$ cat config.mk
export PLATFORM = sky130hd
export DESIGN_NAME = l1ca_code_ctrl
export DESIGN_NICKNAME = d
export VERILOG_FILES = /design/src/rtl/l1ca_code_ctrl.sv
export SDC_FILE = /design/constraint.sdc
export NUM_CORES = 1
export LEC_CHECK = 0
export ABC_CLOCK_PERIOD_IN_PS = 3250
export CORE_AREA = 5 5 104 106
export DETAILED_ROUTE_END_ITERATION = 8
export DIE_AREA = 0 0 109 111
export PLACE_DENSITY = 0.75
export SLEW_MARGIN = 20
export SYNTH_ARGS = -nofsm -noshare
export SYNTH_HDL_FRONTEND = slang
export SYNTH_SLANG_ARGS = --single-unit
$ cat constraint.sdc
create_clock -name clk -period 3.25 [get_ports clk]
set_input_delay 0.325 -clock clk [delete_from_list [all_inputs] [get_ports clk]]
set_output_delay 0.325 -clock clk [all_outputs]
set_load 0.01 [all_outputs]
$ cat src/rtl/l1ca_code_ctrl.sv
// l1ca_code_ctrl: code-rate NCO and command sequencer for one L1 C/A code generator channel
//
// Ports:
//   clk, nrst        clock, asynchronous active-low reset
//   cmd_valid/ready  command handshake (ready depends on state only)
//   cmd_op           0=START, 1=STOP, 2=SLEW, 3=reserved (accepted, ignored)
//   cmd_sv           SV index latched by START
//   cmd_slew         whole chips to advance for SLEW
//   code_rate        NCO frequency control word, sampled every cycle
//   gen_en/clear/sv  drive the code generator
//   gen_epoch        generator is at chip 0
//   chip_strobe      generator advanced one chip last cycle
//   epoch_strobe     generator just entered chip 0 by advancing
//   epoch_count      epochs since the last START, wraps
//   running          RUN, or a slew that will return to RUN
module l1ca_code_ctrl #(
   parameter int NCO_W   = 32,
   parameter int EPOCH_W = 16
) (
   input  logic               clk,
   input  logic               nrst,
   input  logic               cmd_valid,
   output logic               cmd_ready,
   input  logic [1:0]         cmd_op,
   input  logic [5:0]         cmd_sv,
   input  logic [9:0]         cmd_slew,
   input  logic [NCO_W-1:0]   code_rate,
   output logic               gen_en,
   output logic               gen_clear,
   output logic [5:0]         gen_sv,
   input  logic               gen_epoch,
   output logic               chip_strobe,
   output logic               epoch_strobe,
   output logic [EPOCH_W-1:0] epoch_count,
   output logic               running
);
   localparam logic [1:0] OP_START = 2'd0;
   localparam logic [1:0] OP_STOP  = 2'd1;
   localparam logic [1:0] OP_SLEW  = 2'd2;

   typedef enum logic [1:0] {IDLE, CLEAR, RUN, SLEW} state_t;

   state_t           state;
   logic [NCO_W-1:0] acc;
   logic [NCO_W-1:0] acc_next;
   logic             carry;
   logic [9:0]       slew_cnt;
   logic             ret_run;
   logic             fire;

   assign {carry, acc_next} = {1'b0, acc} + {1'b0, code_rate};
   assign cmd_ready    = (state == IDLE) || (state == RUN);
   assign fire         = cmd_valid && cmd_ready;
   // the NCO carry only advances the generator while running; a slew forces one chip per cycle
   assign gen_en       = (state == SLEW) || ((state == RUN) && carry);
   assign gen_clear    = (state == CLEAR);
   assign running      = (state == RUN) || ((state == SLEW) && ret_run);
   assign epoch_strobe = chip_strobe && gen_epoch;

   always_ff @(posedge clk or negedge nrst) begin
      if (!nrst) begin
         state       <= IDLE;
         acc         <= '0;
         slew_cnt    <= '0;
         ret_run     <= 1'b0;
         gen_sv      <= '0;
         epoch_count <= '0;
         chip_strobe <= 1'b0;
      end else begin
         chip_strobe <= gen_en;
         // a generator advance during CLEAR belongs to the old seed, so the zeroing wins
         if (state == CLEAR)
            epoch_count <= '0;
         else if (epoch_strobe)
            epoch_count <= epoch_count + EPOCH_W'(1);
         unique case (state)
            CLEAR: begin
               acc   <= '0;
               state <= RUN;
            end
            SLEW: begin
               slew_cnt <= slew_cnt - 10'd1;
               if (slew_cnt == 10'd1)
                  state <= ret_run ? RUN : IDLE;
            end
            default: begin
               // STOP holds the phase so a later START/SLEW sees where the NCO stopped
               if ((state == RUN) && !(fire && (cmd_op == OP_STOP)))
                  acc <= acc_next;
               if (fire && (cmd_op == OP_START)) begin
                  gen_sv <= cmd_sv;
                  state  <= CLEAR;
               end else if (fire && (cmd_op == OP_SLEW) && (cmd_slew != '0)) begin
                  slew_cnt <= cmd_slew;
                  ret_run  <= (state == RUN);
                  state    <= SLEW;
               end else if (fire && (cmd_op == OP_STOP)) begin
                  state <= IDLE;
               end
            end
         endcase
      end
   end
endmodule

==> metrics.md <==
| Metric | Value |
|---|---|
| Outcome | `complete, no violations` |
| CTS buffer count | `9` |
| Layout cells sized above 1 | `13.34%` |
| Top_reg_cell synth | `dfrtp_1` |
| Layout Utilization | `64.52%` |
| Switching share of power | `43.18%` |
| Largest family of logic cells by synthesized area | `compound AO/OA/AOI/OAI gates` |
| Async S/R FF share, synth | `100.0%` |
| WL final | `12230 µm` |
| Die area | `12100 µm²` |
| Netlist cell types | `64` |
| Design Area, Final | `6248 µm²` |
| Residual DRC | `0` |
| Via count | `4597` |
| Syn_nets | `652` |
| Post-Synth XOR/XNOR Area | `5.292%` |
| Synth Area in Compound Gates | `22.76%` |
| Root buf cell | `clkbuf_8` |
| Gate power share | `59.7%` |
| Initial Util | `49.56%` |
| Seq/Total Area, Yosys | `35.45%` |
| # fillers | `840` |
| Unrepaired setup endpoints after global routing | `yes` |
| Setup Crit Path Kind | `flop to output pin` |
| Final Critical Period | `3162 ps` |
| Inserted Diodes | `0` |
| Max stage delay on crit path | `360 ps` |
| Crit share post-route | `97.30%` |
| Clock power share | `13.5%` |
| Fin nets | `767` |
| Wire per inst | `15.01 µm` |
| Vias per inst | `5.640` |
| Max-Cap Viols | `0` |
| Hold crit path type | `input pin to asynchronous set/reset pin` |
| WP data arrival | `2840 ps` |
| Crit path cell chain | `ha_2, inv_2, fa_2, nor2b_2, o211ai_1, a21bo_2, a211oi_4, a21oi_2, o21ai_2, nand2_1, a31oi_2, buf_2` |
| Synthesis-to-finish area growth | `30.19%` |
| Die Height | `111 µm` |
| WP data required | `2920 ps` |
| Reg-to-reg startpoint | `acc[9]` |
| CP Capture Type | `output pin` |
| # setup viols final | `0` |
| Clk sink count | `68` |
| Core area | `9684 µm²` |
| #FFs+latches synth | `68` |
| Fmax | `316.2 MHz` |
| Post-synth EDFFs | `0` |
| CTS Buffer Depth | `2` |
| First-pass GRT wire length | `21020 µm` |
| Fin. Hold Viols | `0` |
| Cells after synthesis | `562` |
| Pre-antenna DRT Iters | `5` |
| Starting DRT DRC Count | `295` |
| Htree depth | `3` |
| Yosys warns | `0` |
| Vias in the first global route | `4623` |
| Slowest CP cell | `fa_2` |
| Clk_skew | `10.82 ps` |
| Family with the most delay on the worst path | `compound AO/OA/AOI/OAI gates` |
| CTS tree | `built` |
| Startpoint type of the worst setup path | `flop` |
| Gpl congestion | `0.8633` |
| Row cnt | `36` |
| Slew @ Worst Pin | `963.8 ps` |
| Clk pin slew, worst setup/hold paths | `80 ps` |
| Peak supply drop | `0.0003954 V` |
| Post-placement cell area | `5917 µm²` |
| Simple-gate share of the synthesized area | `20.05%` |
| Mapped Area | `4800 µm²` |
| Crit path from | `acc[0]` |
| Pint | `0.002974 W` |
| Max-slew violation total from the final report | `0` |
| Multiplexer area fraction after synthesis | `2.711%` |
| Largest net degree at the start of global routing | `79` |
| Max Fanout on Critical Path | `2` |
| Port bufs | `81` |
| Worst rel slew slack | `35.25%` |
| Psw | `0.002260 W` |
| Initial antenna violation count | `0` |
| DP Worst Slack | `-596.7 ps` |
| WP buf/inv | `2` |
| I/O pins | `82` |
| Worst skew pair latency | `350 ps` |
| Detailed placer's ending HPWL | `8939 µm` |
| Adder-Cell Fraction of Synth Area | `9.541%` |
| Chip Width | `109 µm` |
| Power per cell area | `837.6 nW/µm²` |
| ANT nets after route | `0` |
| Leak pwr | `2.746 nW` |
| Mean Syn Cell Area | `8.540 µm²` |
| Overall routing resource usage | `21.08%` |
| Sequential share of power | `26.8%` |
| Gr ovfl total | `0` |
| Setup ws final | `87.91 ps` |
## cell usage after synthesis (all sizes together) (4+ instances only)
library cell | instances | share of area, %
ha | 35 | 9.1
nor3b | 4 | 0.63
nor2 | 41 | 3.2
nand4 | 5 | 0.78
clkbuf | 16 | 1.3
and3 | 6 | 0.78
mux2i | 4 | 0.83
xor2 | 15 | 2.7
nand2 | 48 | 3.8
xnor2 | 14 | 2.6
or3 | 6 | 0.89
o31ai | 7 | 1.1
a211oi | 8 | 1.5
o21a | 4 | 0.63
nand2b | 6 | 0.78
o21ai | 61 | 6.4
inv | 28 | 2.2
dfrtp | 68 | 35
a32oi | 4 | 0.73
nand3 | 46 | 4.8
a311oi | 4 | 0.73
a21oi | 44 | 4.8
buf | 7 | 0.68
mux2 | 8 | 1.9
or4 | 6 | 0.94
nor3 | 12 | 1.3
a31oi | 4 | 0.83
and2 | 4 | 0.52
a21o | 12 | 1.9
## worst paths after layout
kind / to / slack [ps] / cells past startpoint
max in group asynchronous: acc[18] / 2470 / 2
hold reg to reg: slew_cnt[9] / 500 / 1
hold / removal: acc[8] / 160 / 2
setup reg to reg: acc[28] / 350 / 12
min in group clk: acc[0] / 440 / 4
setup / recovery: gen_en / 90 / 12
## area by class of cell
type                       count  area (µm²)  share of cell area (%)
inverter                      29       108.9                   1.742
timing repair buffer         127        1161                   18.58
multi-input combinational    442        2918                   46.70
clock buffer                  10       127.6                   2.042
sequential                    68        1702                   27.23
clock inverter                 6       65.06                   1.041
tap                          133       166.4                   2.663
## registers in the layout, indices dropped and copies added, names as in the netlist
signal / count
chip_strobe: 1
gen_sv: 6
slew_cnt: 10
ret_run: 1
state: 2
epoch_count: 16
acc: 32
## through the flow
| step | setup TNS (ps) | hold WS [ps] | std cells | power [W] |
|---|---|---|---|---|
| floorplan | 0 | 29.41 | 562 | 0.003467 |
| global placement | -541.8 | 469.3 | 783 | 0.004306 |
| detailed placement | -722.5 | 479.9 | 783 | 0.004401 |
| CTS | 0 | 215.3 | 811 | 0.005210 |
| global route | -36.81 | 275.0 | 815 | 0.005707 |
| finish | 0 | 161.1 | 815 | 0.005234 |
## metal layers
layer  GRT usage (%)  part of all wire, %
met3           2.563                  3.9
met1           27.64                   45
met4           7.997                  2.0
met2           35.09                   50
met5               0                    0
## power groups by stage
stage | Combinational, W | Clock, W | Sequential [W]
after floorplan | 0.00209 | 0 | 0.00137
after detailed placement | 0.00298 | 0 | 0.00142
after global placement | 0.00291 | 0 | 0.00140
after CTS | 0.00308 | 0.000726 | 0.00140
final | 0.00312 | 0.000707 | 0.00140
after global routing | 0.00350 | 0.000763 | 0.00145
## what timing repair did
action | CTS | global route
pin swaps | 8 | 8
buffers inserted | 12 | 4
hold buffers | 0 | 0
setup endpoints to repair | 1 | 1
gates resized for setup | 11 | 1
## kinds of logic after synthesis
kind of cell             count (synthesis)
AO/OA/AOI/OAI                          170
XOR/XNOR                                29
multiplexers                            12
AND/OR/NAND/NOR                        195
adder cells (fa/ha/maj)                 36
buffers and inverters                   52
flip-flops                              68
## cell usage in the layout, fill, tap and decap left out, types with 5 or more instances in the layout
cell	n
inv_1	27
nor2_1	41
ha_1	34
clkdlybuf4s50_1	78
or3_1	5
xor2_1	15
a21o_1	12
xnor2_1	14
dfrtp_1	68
mux2_2	8
o21ai_0	56
a211oi_1	6
nand2_1	47
clkbuf_8	9
nand2b_1	6
and3_1	6
nand3_1	46
a21oi_1	41
or4_1	6
buf_4	45
o31ai_1	7
nor3_1	12
Note: power is estimated with default switching activity, not from simulation.
